`src/rtl/syscall_pkg.sv`:
```
// Shared constants and FSM encoding for the SYSCALL sequencer.
package syscall_pkg;

  localparam logic [31:0] SYS_HALT  = 32'd10;
  localparam logic [31:0] SYS_SLEEP = 32'd32;

  typedef enum logic [1:0] {
    StIdle  = 2'd0,
    StSleep = 2'd1,
    StDrain = 2'd2,
    StHalt  = 2'd3
  } state_e;

endpackage

```
`src/rtl/syscall_fifo.sv`:
```
// Print FIFO: power-of-two depth, pointers carry an extra wrap bit for full/empty.
module syscall_fifo #(
  parameter int unsigned DATA_W     = 32,
  parameter int unsigned FIFO_DEPTH = 4
) (
  input  logic              clock,
  input  logic              reset,
  input  logic              push,
  input  logic [DATA_W-1:0] push_data,
  input  logic              pop,
  output logic              full,
  output logic              empty,
  output logic              single,
  output logic [DATA_W-1:0] head
);

  localparam int unsigned AW = (FIFO_DEPTH > 1) ? $clog2(FIFO_DEPTH) : 1;

  logic [AW:0]       wr_q, rd_q;
  logic [AW:0]       occupancy;
  logic [DATA_W-1:0] mem_q [FIFO_DEPTH];
  logic              push_en, pop_en;

  assign occupancy = wr_q - rd_q;
  assign empty     = (wr_q == rd_q);
  assign full      = (wr_q[AW] != rd_q[AW]) && (wr_q[AW-1:0] == rd_q[AW-1:0]);
  assign single    = (occupancy == {{AW{1'b0}}, 1'b1});
  assign head      = empty ? '0 : mem_q[rd_q[AW-1:0]];
  assign push_en   = push && !full;
  assign pop_en    = pop && !empty;

  always_ff @(posedge clock) begin
    if (reset) begin
      wr_q <= '0;
      rd_q <= '0;
    end else begin
      if (push_en) begin
        wr_q <= wr_q + 1'b1;
      end
      if (pop_en) begin
        rd_q <= rd_q + 1'b1;
      end
    end
  end

  // Storage needs no reset: head is masked while empty.
  always_ff @(posedge clock) begin
    if (push_en) begin
      mem_q[wr_q[AW-1:0]] <= push_data;
    end
  end

endmodule

```
`src/rtl/syscall_sequencer.sv`:
```
// SYSCALL service sequencer: print/sleep/halt with stall and PC enable control.
// Optional serviced-syscall counter enabled by macro SYSCALL_COUNT_EN.
module syscall_sequencer
  import syscall_pkg::*;
#(
  parameter int unsigned DATA_W     = 32,
  parameter int unsigned FIFO_DEPTH = 4,
  parameter int unsigned SLEEP_W    = 32
) (
  input  logic              clock,
  input  logic              reset,
  input  logic              syscall,
  input  logic [31:0]       regSValue,
  input  logic [DATA_W-1:0] regTValue,
  output logic              stall,
  output logic              enable,
  output logic              halted,
  output logic              out_valid,
  output logic [DATA_W-1:0] out_data,
  input  logic              out_ready,
  output logic [DATA_W-1:0] last_value,
  output logic [31:0]       syscall_count
);

  state_e               state_q, state_d;
  logic [SLEEP_W-1:0]   sleep_q, sleep_d;
  logic [DATA_W-1:0]    last_value_q;
  logic                 is_halt, is_sleep, is_print;
  logic                 accept, pop, push;
  logic                 fifo_full, fifo_empty, fifo_single;
  logic [SLEEP_W-1:0]   sleep_arg;

  assign is_halt   = (regSValue == SYS_HALT);
  assign is_sleep  = (regSValue == SYS_SLEEP);
  assign is_print  = !is_halt && !is_sleep;
  assign sleep_arg = regTValue[SLEEP_W-1:0];

  assign accept    = syscall && (state_q == StIdle) && !(is_print && fifo_full);
  assign push      = accept && is_print;
  assign out_valid = !fifo_empty;
  assign pop       = out_valid && out_ready;

  // A syscall presented while halted is dropped rather than stalled.
  assign stall  = (syscall && !accept && (state_q != StHalt)) ||
                  (state_q == StSleep) || (state_q == StDrain);
  assign halted = (state_q == StHalt);
  assign enable = !halted;
  assign last_value = last_value_q;

  syscall_fifo #(
    .DATA_W     (DATA_W),
    .FIFO_DEPTH (FIFO_DEPTH)
  ) u_fifo (
    .clock     (clock),
    .reset     (reset),
    .push      (push),
    .push_data (regTValue),
    .pop       (pop),
    .full      (fifo_full),
    .empty     (fifo_empty),
    .single    (fifo_single),
    .head      (out_data)
  );

  always_comb begin
    state_d = state_q;
    sleep_d = sleep_q;
    unique case (state_q)
      StIdle: begin
        if (accept && is_sleep && (sleep_arg != '0)) begin
          sleep_d = sleep_arg;
          state_d = StSleep;
        end else if (accept && is_halt) begin
          state_d = fifo_empty ? StHalt : StDrain;
        end
      end
      StSleep: begin
        if (sleep_q == SLEEP_W'(1)) begin
          state_d = StIdle;
        end
        sleep_d = sleep_q - 1'b1;
      end
      StDrain: begin
        // No pushes happen here, so the last pop is a pop with one entry left.
        if (fifo_empty || (pop && fifo_single)) begin
          state_d = StHalt;
        end
      end
      StHalt: state_d = StHalt;
      default: state_d = StIdle;
    endcase
  end

  always_ff @(posedge clock) begin
    if (reset) begin
      state_q      <= StIdle;
      sleep_q      <= '0;
      last_value_q <= '0;
    end else begin
      state_q <= state_d;
      sleep_q <= sleep_d;
      if (pop) begin
        last_value_q <= out_data;
      end
    end
  end

`ifdef SYSCALL_COUNT_EN
  logic [31:0] count_q;

  always_ff @(posedge clock) begin
    if (reset) begin
      count_q <= '0;
    end else if (accept) begin
      count_q <= count_q + 32'd1;
    end
  end

  assign syscall_count = count_q;
`else
  assign syscall_count = 32'h0;
`endif

endmodule

```
`config.mk`:
```
export PLATFORM = sky130hd
export DESIGN_NAME = syscall_sequencer
export DESIGN_NICKNAME = d
export VERILOG_FILES = /design/src/rtl/syscall_pkg.sv /design/src/rtl/syscall_fifo.sv /design/src/rtl/syscall_sequencer.sv
export SDC_FILE = /design/constraint.sdc
export NUM_CORES = 1
export LEC_CHECK = 0
export BUFFER_PORTS_ARGS = -buffer_cell sky130_fd_sc_hd__buf_2
export CAP_MARGIN = 10
export CORE_MARGIN = 4
export CORE_UTILIZATION = 40
export DETAILED_ROUTE_END_ITERATION = 10
export GPL_TIMING_DRIVEN = 0
export PLACE_DENSITY_LB_ADDON = 0.25
export SLEW_MARGIN = 20
export SYNTH_ARGS = -nofsm -noshare
export SYNTH_HDL_FRONTEND = slang
export SYNTH_HIERARCHICAL = 1
export SYNTH_SLANG_ARGS = --single-unit
```
`constraint.sdc`:
```
create_clock -name clock -period 4.1 [get_ports clock]
set_clock_uncertainty 0.1 [all_clocks]
set_input_delay 1.025 -clock clock [delete_from_list [all_inputs] [get_ports clock]]
set_output_delay 1.025 -clock clock [all_outputs]
set_load 0.005 [all_outputs]
```
==> results_dict.tcl <==
set metrics [dict create \
    cts_num_sinks 202 \
    place_hpwl_um 17100 \
    hold_viol 0 \
    synth_edf_count 128 \
    crit_chain "inv_1 -> ha_1 -> nand2_1 -> nor2b_2 -> buf_2 -> inv_1 -> nand2_1 -> inv_1 -> nor4b_1 -> or4_1" \
    worstReg2RegStart "u_fifo/wr_q[0]" \
    required_ns 4.37 \
    cts-hold-fix-buffers 0 \
    vias_per_cell 5.52 \
    drt_iter0_drc 655 \
    syn_inst 746 \
    worstPathMaxFanout 21 \
    rows 54 \
    synth_top_area_cell "edfxtp_1" \
    met3_usage 0.0305 \
    finalCriticalPeriod_ns 3.86 \
    path_buf_inv 4 \
    setup_viol_count_final 0 \
    io_buffers 135 \
    p_leak_nw 4.12 \
    stdcell_count 1235 \
    grtUsageMet2 0.317 \
    grt_use_total 0.188 \
    antenna_found_initial 0 \
    crit_family "simple AND/OR/NAND/NOR gates" \
    die_h_um 159 \
    rsz0062_at_grt "false" \
    peakVddDrop_mv 0.269 \
    cts.path.max_buffers 3 \
    totalWireLength_um 24100 \
    cp-start-kind "flop" \
    synth-warning-count 6 \
    first_global_vias 6825 \
    path_clk_slew_ns 0.06 \
    grt_pass1_wl_um 38500 \
    cp_slowest_cell "or4_1" \
    gp_congestion 0.883 \
    initial_utilization 0.413 \
    area.growth.synth_to_final_pct 21.3 \
    dieArea_um2 25300 \
    critPathMaxStageDelay_ns 0.53 \
    synth_async_sr_flop_share 0 \
    synth_top_cell_area_share 0.421 \
    diodes 0 \
    avgRoutedWirePerCell_um 19.6 \
    synthTopCellsByCount "edfxtp_1 (128), nand2_1 (79), dfxtp_1 (74), a21oi_1 (51)" \
    hp-start "last_value[13]" \
    status "complete, no violations" \
    endpoint_kind "flop" \
    synth.most_common_cell "edfxtp_1" \
    crit_top_cell "inv_1" \
    final_nets 1017 \
    max_cap_violations 0 \
    grt.met1_usage 0.254 \
    die_w_um 159 \
    power_mw 6.34 \
    dp.cells 1196 \
    busiest_layer "met2" \
    slew_viol_final 0 \
    core-area_um2 22100 \
    final.setup.tns_ns 0 \
    yosysUniqueCellTypes 68 \
    power.density_nw_per_um2 573 \
    syn_avg_cell_area_um2 12.2 \
    n_fill_cell 2026 \
    hold_class "reg2reg" \
    drc 0 \
    synth_area_leaders "edfxtp_1 (42%), dfxtp_1 (16%), mux4_2 (7.9%), nand2_1 (3.3%), buf_4 (3.0%)" \
    io_pins 168 \
    cts_root_buffer "clkbuf_16" \
    dr.pass1.iters 5 \
    final_antenna_net_count 0 \
    yosysSeqAreaShare 0.584 \
    fmax_mhz 259 \
    path_class "reg2reg" \
    numCtsBuffers 22 \
    netlist_area_um2 9120 \
    drive_above_1_share 0.272 \
    dr_total_vias 6820 \
    worst_pin_slew_ns 1.08 \
    post_cts_buffers 0 \
    fin_crit_sh 0.942 \
    crit_start "u_fifo/wr_q[0]" \
    max_slew_margin 0.272 \
    post-route-util 0.501 \
    htree_levels 1 \
    cts_tree "done" \
    grt_start_max_net_pins 25 \
    synth-seq-cells 202 \
    holdWs_ns 0.349 \
    worstPathArrival_ns 4.13 \
    clk_latency_ns 0.50 \
    grt_overflow 0 \
    synth_ff_type "edfxtp_1" \
]
[sequential cells by signal (all words and copies together), names as in the netlist, named ones only]
name and count:
last_value 32, sleep_q 32, state_q 2, u_fifo/mem_q 128
u_fifo/rd_q 3, u_fifo/wr_q 3
[worst min-delay path, cell delays in order, from the launching register on]
cell	delay, ns
dfxtp_1	0.30
nand2_1	0.05
a21oi_1	0.05
[kinds of logic after synthesis]
| group | count (synthesis) | share of synthesized area |
|---|---|---|
| other | 1 | 0.000411 |
| adders and majority gates | 10 | 0.0145 |
| xor gates and xnor gates | 2 | 0.00274 |
| AOI/OAI and AO/OA | 142 | 0.109 |
| DFF | 202 | 0.584 |
| and+or+nand+nor | 266 | 0.157 |
| muxes | 33 | 0.0802 |
| buffers and inverters | 90 | 0.0525 |
[metrics by stage]
stage | area (um^2) | worst slack [ns]
2_1_floorplan | 9240 | 0.798
3_3_place_gp | 10300 | -0.184
3_5_place_dp | 10400 | -0.106
4_1_cts | 11100 | 0.0611
5_1_grt | 11100 | 0.0700
6_report | 11100 | 0.237
[cell usage in the layout (no fill, tap or decap), types with 6 or more instances in the layout]
cell       synthesis  final
o311ai_0           6      6
nor3_1            23     23
nor2b_1           36     35
a211oi_1           7      7
buf_2              5    140
nand3_1           19     19
a31oi_1           14     14
ha_1               9      9
o211ai_1          12     12
nor2_1            25     25
or4_1              8      8
inv_1             10     10
nor3b_1            8      8
nand4_1           10     10
buf_4             36     36
a32oi_1            6      6
mux4_2            32     32
edfxtp_1         128    128
nor4_1            24     24
nand2_1           79     79
clkbuf_16          0     23
a21oi_1           51     51
dfxtp_1           74     74
clkbuf_1          32     38
conb_1             1     32
[where the power goes]
| group | internal (mW) | leakage [nW] | switching, mW |
|---|---|---|---|
| clock | 1.14 | 0.341 | 0.771 |
| sequential | 2.51 | 1.77 | 0.108 |
| combinational | 0.755 | 2.01 | 1.05 |
| total | 4.41 | 4.12 | 1.93 |
[area by class of cell]
class / instances / area, um^2 / area share
Inverter: 11 / 41.3 / 0.00373
Clock inverter: 8 / 66.3 / 0.00600
Multi-Input combinational cell: 485 / 3440 / 0.311
Tap cell: 280 / 350 / 0.0317
Sequential cell: 202 / 5330 / 0.481
Clock buffer: 32 / 639 / 0.0578
Timing Repair Buffer: 139 / 763 / 0.0690
Buffer: 78 / 434 / 0.0393
[per-layer routing]
layer | wire length (um) | vias to the layer above
li1 | - | 3212
met1 | 10400 | 3293
met2 | 11600 | 281
met3 | 1680 | 34
met4 | 556 | 0
met5 | 0 | -
[repair_timing]
| item | CTS | global route |
|---|---|---|
| endpoints found under the setup margin | 2 | 2 |
| hold endpoints to repair | 0 | 0 |
| gates resized for setup | 1 | 0 |
[path summary, 6_finish.rpt]
path	endpoint	slack (ns)	cells past startpoint
setup / recovery	u_fifo/rd_q[0]	0.24	10
hold / removal	last_value[13]	0.35	2
hold reg to reg	last_value[13]	0.35	2
setup reg to reg	u_fifo/rd_q[0]	0.24	10
(Power assumes the default switching activity.)
